===== src/rtl/rv32i_pkg.sv =====
// Shared types and encodings for the multi-cycle RV32I core: ALU op codes,
// opcodes, control FSM states and datapath mux selects.
package rv32i_pkg;

  typedef enum logic [3:0] {
    ALU_ADD = 4'b0000,
    ALU_SUB = 4'b0001,
    ALU_AND = 4'b0010,
    ALU_OR  = 4'b0011,
    ALU_SLT = 4'b0101
  } alu_op_t;

  localparam logic [6:0] OP_LOAD   = 7'b0000011;
  localparam logic [6:0] OP_STORE  = 7'b0100011;
  localparam logic [6:0] OP_R      = 7'b0110011;
  localparam logic [6:0] OP_I      = 7'b0010011;
  localparam logic [6:0] OP_BRANCH = 7'b1100011;
  localparam logic [6:0] OP_JAL    = 7'b1101111;
  localparam logic [6:0] OP_LUI    = 7'b0110111;

  typedef enum logic [3:0] {
    S_FETCH, S_DECODE, S_MEMADR, S_MEMREAD, S_MEMWB, S_MEMWRITE, S_EXECR,
    S_EXECI, S_ALUWB, S_JAL, S_LUI, S_BRANCH, S_TRAP
  } ctrl_state_t;

  typedef enum logic [1:0] {
    CLS_R, CLS_I, CLS_B
  } op_class_t;

  localparam logic [1:0] SRCA_PC    = 2'b00;
  localparam logic [1:0] SRCA_OLDPC = 2'b01;
  localparam logic [1:0] SRCA_RD1   = 2'b10;
  localparam logic [1:0] SRCA_ZERO  = 2'b11;

  localparam logic [1:0] SRCB_RD2  = 2'b00;
  localparam logic [1:0] SRCB_IMM  = 2'b01;
  localparam logic [1:0] SRCB_FOUR = 2'b10;

  localparam logic [1:0] RES_ALUOUT = 2'b00;
  localparam logic [1:0] RES_DATA   = 2'b01;
  localparam logic [1:0] RES_ALU    = 2'b10;

  localparam logic [2:0] IMM_I = 3'b000;
  localparam logic [2:0] IMM_S = 3'b001;
  localparam logic [2:0] IMM_B = 3'b010;
  localparam logic [2:0] IMM_J = 3'b011;
  localparam logic [2:0] IMM_U = 3'b100;

endpackage


===== src/rtl/alu_decoder.sv =====
// Combinational ALU operation decode for R-type, I-type and branch classes;
// valid is low for funct3 codes the core does not support.
module alu_decoder
  import rv32i_pkg::*;
(
  input  op_class_t  op_class,
  input  logic [2:0] funct3,
  input  logic       funct7_5,
  output alu_op_t    alu_control,
  output logic       valid
);

  always_comb begin
    alu_control = ALU_ADD;
    valid       = 1'b0;
    if (op_class == CLS_B) begin
      // beq/bne compare by subtraction, blt/bge by the SLT result
      case (funct3)
        3'b000, 3'b001: begin alu_control = ALU_SUB; valid = 1'b1; end
        3'b100, 3'b101: begin alu_control = ALU_SLT; valid = 1'b1; end
        default: ;
      endcase
    end else begin
      case (funct3)
        3'b000: begin
          alu_control = (op_class == CLS_R && funct7_5) ? ALU_SUB : ALU_ADD;
          valid       = 1'b1;
        end
        3'b111: begin alu_control = ALU_AND; valid = 1'b1; end
        3'b110: begin alu_control = ALU_OR;  valid = 1'b1; end
        3'b010: begin alu_control = ALU_SLT; valid = 1'b1; end
        default: ;
      endcase
    end
  end

endmodule


===== src/rtl/multicycle_control.sv =====
// Main control FSM of the multi-cycle RV32I core: sequences fetch through
// writeback and drives datapath selects, strobes and the ALU operation.
module multicycle_control
  import rv32i_pkg::*;
(
  input  logic       clk,
  input  logic       rst_n,
  input  logic [6:0] opcode,
  input  logic [2:0] funct3,
  input  logic       funct7_5,
  input  logic       zero,
  input  logic       mem_ready,
  output logic       mem_req,
  output logic       mem_write,
  output logic       adr_src,
  output logic       ir_write,
  output logic       pc_write,
  output logic       reg_write,
  output logic [1:0] alu_src_a,
  output logic [1:0] alu_src_b,
  output logic [1:0] result_src,
  output logic [2:0] imm_src,
  output logic [3:0] alu_control,
  output logic       illegal
);

  ctrl_state_t state, state_next;
  op_class_t   op_class;
  alu_op_t     dec_op;
  logic        dec_valid;
  logic        mem_req_c, mem_write_c, ir_write_c, pc_write_c, reg_write_c;

  alu_decoder u_alu_decoder (
    .op_class    (op_class),
    .funct3      (funct3),
    .funct7_5    (funct7_5),
    .alu_control (dec_op),
    .valid       (dec_valid)
  );

  always_ff @(posedge clk or negedge rst_n) begin
    if (!rst_n) state <= S_FETCH;
    else        state <= state_next;
  end

  always_comb begin
    state_next  = state;
    op_class    = CLS_R;
    mem_req_c   = 1'b0;
    mem_write_c = 1'b0;
    ir_write_c  = 1'b0;
    pc_write_c  = 1'b0;
    reg_write_c = 1'b0;
    adr_src     = 1'b0;
    alu_src_a   = SRCA_PC;
    alu_src_b   = SRCB_RD2;
    result_src  = RES_ALUOUT;
    imm_src     = IMM_I;
    alu_control = ALU_ADD;
    illegal     = 1'b0;
    case (state)
      S_FETCH: begin
        mem_req_c  = 1'b1;
        alu_src_b  = SRCB_FOUR;
        result_src = RES_ALU;
        ir_write_c = mem_ready;
        pc_write_c = mem_ready;
        if (mem_ready) state_next = S_DECODE;
      end
      S_DECODE: begin
        // Speculative branch/jump target computed into ALUOut
        alu_src_a = SRCA_OLDPC;
        alu_src_b = SRCB_IMM;
        imm_src   = (opcode == OP_JAL) ? IMM_J : IMM_B;
        case (opcode)
          OP_LOAD, OP_STORE: state_next = S_MEMADR;
          OP_R:              state_next = S_EXECR;
          OP_I:              state_next = S_EXECI;
          OP_BRANCH:         state_next = S_BRANCH;
          OP_JAL:            state_next = S_JAL;
          OP_LUI:            state_next = S_LUI;
          default:           state_next = S_TRAP;
        endcase
      end
      S_MEMADR: begin
        alu_src_a  = SRCA_RD1;
        alu_src_b  = SRCB_IMM;
        imm_src    = (opcode == OP_STORE) ? IMM_S : IMM_I;
        state_next = (opcode == OP_STORE) ? S_MEMWRITE : S_MEMREAD;
      end
      S_MEMREAD: begin
        mem_req_c = 1'b1;
        adr_src   = 1'b1;
        if (mem_ready) state_next = S_MEMWB;
      end
      S_MEMWB: begin
        result_src  = RES_DATA;
        reg_write_c = 1'b1;
        state_next  = S_FETCH;
      end
      S_MEMWRITE: begin
        mem_req_c   = 1'b1;
        mem_write_c = 1'b1;
        adr_src     = 1'b1;
        if (mem_ready) state_next = S_FETCH;
      end
      S_EXECR: begin
        alu_src_a   = SRCA_RD1;
        alu_src_b   = SRCB_RD2;
        op_class    = CLS_R;
        alu_control = dec_op;
        state_next  = dec_valid ? S_ALUWB : S_TRAP;
      end
      S_EXECI: begin
        alu_src_a   = SRCA_RD1;
        alu_src_b   = SRCB_IMM;
        imm_src     = IMM_I;
        op_class    = CLS_I;
        alu_control = dec_op;
        state_next  = dec_valid ? S_ALUWB : S_TRAP;
      end
      S_ALUWB: begin
        reg_write_c = 1'b1;
        state_next  = S_FETCH;
      end
      S_JAL: begin
        // PC takes the target from ALUOut while the ALU forms the link value
        alu_src_a  = SRCA_OLDPC;
        alu_src_b  = SRCB_FOUR;
        pc_write_c = 1'b1;
        state_next = S_ALUWB;
      end
      S_LUI: begin
        alu_src_a  = SRCA_ZERO;
        alu_src_b  = SRCB_IMM;
        imm_src    = IMM_U;
        state_next = S_ALUWB;
      end
      S_BRANCH: begin
        alu_src_a   = SRCA_RD1;
        alu_src_b   = SRCB_RD2;
        op_class    = CLS_B;
        alu_control = dec_op;
        // bne/blt take the branch on zero=0; beq/bge on zero=1
        pc_write_c  = dec_valid & (zero ^ (funct3[0] ^ funct3[2]));
        state_next  = dec_valid ? S_FETCH : S_TRAP;
      end
      S_TRAP: begin
        illegal = 1'b1;
      end
      default: state_next = S_FETCH;
    endcase
  end

  assign mem_req   = mem_req_c   & rst_n;
  assign mem_write = mem_write_c & rst_n;
  assign ir_write  = ir_write_c  & rst_n;
  assign pc_write  = pc_write_c  & rst_n;
  assign reg_write = reg_write_c & rst_n;

endmodule


===== config.mk =====
export PLATFORM = sky130hd
export DESIGN_NAME = multicycle_control
export DESIGN_NICKNAME = d
export VERILOG_FILES = /design/src/rtl/rv32i_pkg.sv /design/src/rtl/alu_decoder.sv /design/src/rtl/multicycle_control.sv
export SDC_FILE = /design/constraint.sdc
export NUM_CORES = 1
export LEC_CHECK = 0
export BUFFER_PORTS_ARGS = -buffer_cell sky130_fd_sc_hd__buf_4
export CAP_MARGIN = 30
export CORE_MARGIN = 5
export CORE_UTILIZATION = 48
export CTS_BUF_LIST = sky130_fd_sc_hd__clkbuf_4
export CTS_CLUSTER_DIAMETER = 100
export DETAILED_ROUTE_END_ITERATION = 6
export GPL_TIMING_DRIVEN = 0
export PLACE_DENSITY = 0.81
export RECOVER_POWER = 100
export SETUP_SLACK_MARGIN = 0.1
export SLEW_MARGIN = 20
export SYNTH_ARGS = -nofsm -noshare
export SYNTH_HDL_FRONTEND = slang
export SYNTH_SLANG_ARGS = --single-unit

===== constraint.sdc =====
create_clock -name clk -period 1.7 [get_ports clk]
set_input_delay 0.17 -clock clk [delete_from_list [all_inputs] [get_ports clk]]
set_output_delay 0.17 -clock clk [all_outputs]
set_load 0.01 [all_outputs]

==> results.sh, run 1 <==
export IMPL_outcome="aborted with a tool error"
export IMPL_stop_stage="global routing"
export IMPL_error="[ERROR DPL-0038] Utilization greater than 100%, impossible to legalize"
export IMPL_syn_area_per_cell_um2=6.86
export IMPL_synth_top_cell_area_share_pct=12.9
export IMPL_crit_endpoint="mem_req"
export IMPL_synth_seq_cells=4
export IMPL_async_reset_ff_share_pct=100
export IMPL_grt_max_degree=11
export IMPL_synth_largest_area_cell="dfrtp_1"
export IMPL_io_pins=35
export IMPL_clock_sinks=4
export IMPL_cts_path_max_buffers=2
export IMPL_synthCells=113
export IMPL_die_width_um=50.2
export IMPL_root_buffer="clkbuf_4"
export IMPL_ys_flop_type="dfrtp_1"
export IMPL_gp_congestion=0.845
export IMPL_dp_slack_ps=-127
export IMPL_placed_area_mm2=0.00104
export IMPL_start_util_pct=50.9
export IMPL_post_dp_hpwl_um=1950
export IMPL_yosysSeqAreaShare_pct=12.9
export IMPL_htreeDepth=1
export IMPL_yosys_warnings=0
export IMPL_numCtsBuffers=3
export IMPL_synth_area_um2=776
export IMPL_port_buffers=33
export IMPL_rows=14
export IMPL_synth_edf_count=0
export IMPL_worst_ep_kind="primary output"
export IMPL_synth_nets=128
export IMPL_ys_top_cells_by_area="dfrtp_1 13%, nor2_1 6.8%, nor2b_1 6.5%"
export IMPL_yosysUniqueCellTypes=45
export IMPL_die_y_um=50.2
## cell usage after synthesis (4+ instances only)
cell type	instances
dfrtp_1	4
nor3_1	6
nor2b_1	8
o21ai_0	7
nand2_1	8
a21oi_1	7
nand2b_1	5
and3_1	4
nor2_1	14
## kinds of logic after synthesis
logic type / count (synthesis) / synth area share, %
compound gates: 26 / 21.9
xor+xnor: 4 / 4.52
buf+inv: 10 / 9.35
flops: 4 / 12.9
other cells: 1 / 0.483
simple gates: 68 / 50.8
## per-stage QoR
stage | setup TNS, ps | std cells | utilization, %
after floorplan | 0 | 113 | -
after global placement | -39.1 | 162 | 68.5
after detailed placement | -128 | 162 | 68.5
after CTS | -5.48 | 178 | 86.9
## repair_timing
item                                    in CTS
pin swaps                                    8
hold buffers                                 1
cloned                                       0
endpoints found under the setup margin      17
hold endpoints to repair                     4
buffers inserted                            12
resized for setup                           40
==> inputs of run 2 (changes only) <==
- CORE_AREA: default -> 5 5 66 68
- CORE_MARGIN: 5 -> default
- CORE_UTILIZATION: 48 -> default
- CTS_BUF_LIST: sky130_fd_sc_hd__clkbuf_4 -> default
- CTS_CLUSTER_DIAMETER: 100 -> default
- DIE_AREA: default -> 0 0 71 73
- PLACE_DENSITY: 0.81 -> default
- PLACE_DENSITY_LB_ADDON: default -> 0.15
- SETUP_SLACK_MARGIN: 0.1 -> default
==> run 2 against run 1 <==
Against the previous run: the run now ends clean; area after synthesis unchanged; synthesized cell count unchanged.
==> results.sh, run 2 <==
export IMPL_hold_viol=0
export IMPL_async_reset_ff_share_pct=100
export IMPL_htreeDepth=1
export IMPL_root_buffer="clkbuf_8"
export IMPL_rows=23
export IMPL_ys_top_cells_by_area="dfrtp_1 13%, nor2_1 6.8%, nor2b_1 6.5%"
export IMPL_insertion_delay_ps=210
export IMPL_nets=175
export IMPL_drive_gt1_share_pct=46.8
export IMPL_grt_max_degree=11
export IMPL_antenna_found_initial=0
export IMPL_n_antenna_cell=0
export IMPL_synth_top_cell_area_share_pct=12.9
export IMPL_path_cells="clkbuf_8 > nor2b_4 > and2_4 > nor3b_2 > or2_4 > buf_6"
export IMPL_holdWs_ps=374
export IMPL_gp_congestion=0.837
export IMPL_seq_area_um2=103
export IMPL_area_delta_synth_final_pct=71.0
export IMPL_synth_seq_cells=4
export IMPL_grt_use_total_pct=11.2
export IMPL_layout_commonest_cell="buf_4"
export IMPL_syn_area_per_cell_um2=6.86
export IMPL_final_util_pct=34.9
export IMPL_route_detailed_drc=0
export IMPL_port_buffers=33
export IMPL_fin_crit_ps=1670
export IMPL_mostFrequentLayoutCells="40 x buf_4, 14 x nor2_1, 8 x nand2_1"
export IMPL_grt_pass1_wl_um=4710
export IMPL_reg_top3="state x4"
export IMPL_clock_sinks=4
export IMPL_outcome="finished clean"
export IMPL_ys_flop_type="dfrtp_1"
export IMPL_placed_area_mm2=0.00109
export IMPL_synthCells=113
export IMPL_cp_arrival_ps=1500
export IMPL_post_dp_hpwl_um=2150
export IMPL_largest_reg_flops=4
export IMPL_yosys_warnings=0
export IMPL_synth_edf_count=0
export IMPL_min_period_over_period_pct=98.0
export IMPL_synth_largest_area_cell="dfrtp_1"
export IMPL_cts_tree="done"
export IMPL_top_register="state"
export IMPL_wl_per_cell_um=13.8
export IMPL_cts_path_max_buffers=2
export IMPL_yosysUniqueCellTypes=45
export IMPL_design_area_mm2=0.00133
export IMPL_fin_skew_ps=2.36
export IMPL_via_per_inst=4.79
export IMPL_start_util_pct=20.4
export IMPL_numCtsBuffers=3
export IMPL_dieArea_mm2=0.00518
export IMPL_hp_class="in -> async"
export IMPL_wl_um=2870
export IMPL_setup_tns_ps=0
export IMPL_num_vias=997
export IMPL_criticalPathCategory="reg -> out"
export IMPL_synth_nets=128
export IMPL_grt_pass1_vias=976
export IMPL_postRouteAntennaNets=0
export IMPL_grt_ovfl_total=0
export IMPL_fmaxAchievable_ghz=0.600
export IMPL_maxSlewViolCount=0
export IMPL_end_kind="output port"
export IMPL_io_pins=35
export IMPL_crit_fanout=3
export IMPL_yosysSeqAreaShare_pct=12.9
export IMPL_setup_viol=0
export IMPL_yosys_top_cells_count="14 x nor2_1, 8 x nand2_1, 8 x nor2b_1"
export IMPL_drtPass1Iterations=4
export IMPL_clk_pin_slew_ps=30
export IMPL_rsz0062_at_grt="true"
export IMPL_die_y_um=73
export IMPL_p_per_area_mw_per_mm2=1160
export IMPL_cp_slowest_cell="dfrtp_1"
export IMPL_slowest_delay_ps=370
export IMPL_synth_area_um2=776
export IMPL_cp_start_kind="flop"
export IMPL_power_leakage_nw=0.593
export IMPL_die_width_um=71
export IMPL_ir_worst_vdd_v=0.000291
export IMPL_worstPathRequired_ps=1530
export IMPL_cap_violations=0
export IMPL_core_area_mm2=0.00380
export IMPL_synth_most_common_cell="nor2_1"
export IMPL_drtIter0Drc=37
export IMPL_multi_input_area_um2=692
export IMPL_fill_cells=431
==> run 2: layout make-up <==
class                           count  share of cell area [%]
Tap cell                           50                    4.72
Clock buffer                        3                    3.11
Timing Repair Buffer               42                    25.8
Inverter                            2                   0.566
Buffer                              8                    5.94
Multi-Input combinational cell     99                    52.2
Sequential cell                     4                    7.74
==> run 2: routing by layer <==
metal / vias to the layer above / GRT usage (%) / routed length (um)
li1: 498 / - / -
met1: 464 / 15.1 / 1390
met2: 33 / 17.4 / 1300
met3: 2 / 3.86 / 168
met4: 0 / 1.88 / 22
met5: - / 0 / 0
==> run 2: power by group <==
group / internal [W] / switching, W
Sequential: 0.000129 / 0.0000475
Clock: 0.000150 / 0.0000436
Combinational: 0.000602 / 0.000564
Total: 0.000882 / 0.000656
==> run 2: worst max-delay path: cells and delay by family (launching register included) <==
family,cells,cell delay [ps]
buffers and inverters,2,270
flip-flops,1,370
AND/OR/NAND/NOR,4,640
==> run 2: metrics by stage <==
step	cells	worst slack, ps	power, W
2_1_floorplan	113	247	0.000728
3_3_place_gp	196	-157	0.00108
3_5_place_dp	196	-144	0.00108
4_1_cts	204	-113	0.00138
5_1_grt	208	-43.7	0.00168
6_report	208	34.6	0.00154
==> run 2: cells by family after synthesis <==
family,after synthesis,share of synthesized area (%)
compound gates,26,21.9
xor+xnor,4,4.52
buf+inv,10,9.35
flops,4,12.9
other cells,1,0.483
simple gates,68,50.8
==> run 2: path summary, 6_finish.rpt <==
check                      startpoint              to  slack, ps  cells past startpoint
max                          state[2]  alu_control[0]         30                      6
min                             rst_n        state[2]        370                      2
max reg2reg                  state[2]        state[2]        240                      6
min reg2reg                  state[1]        state[0]        730                      3
max in group asynchronous       rst_n        state[0]       1120                      2
min in group clk            opcode[0]        state[0]        390                      4
==> run 2: what timing repair did <==
item                                   CTS  global route
hold buffers                             1             0
resized for setup                       14            21
setup buffers                            4             4
endpoints found under the hold margin    4             0
pin swaps                                0             5
setup endpoints to repair               16            10
Power figures use the tool's default switching activity.
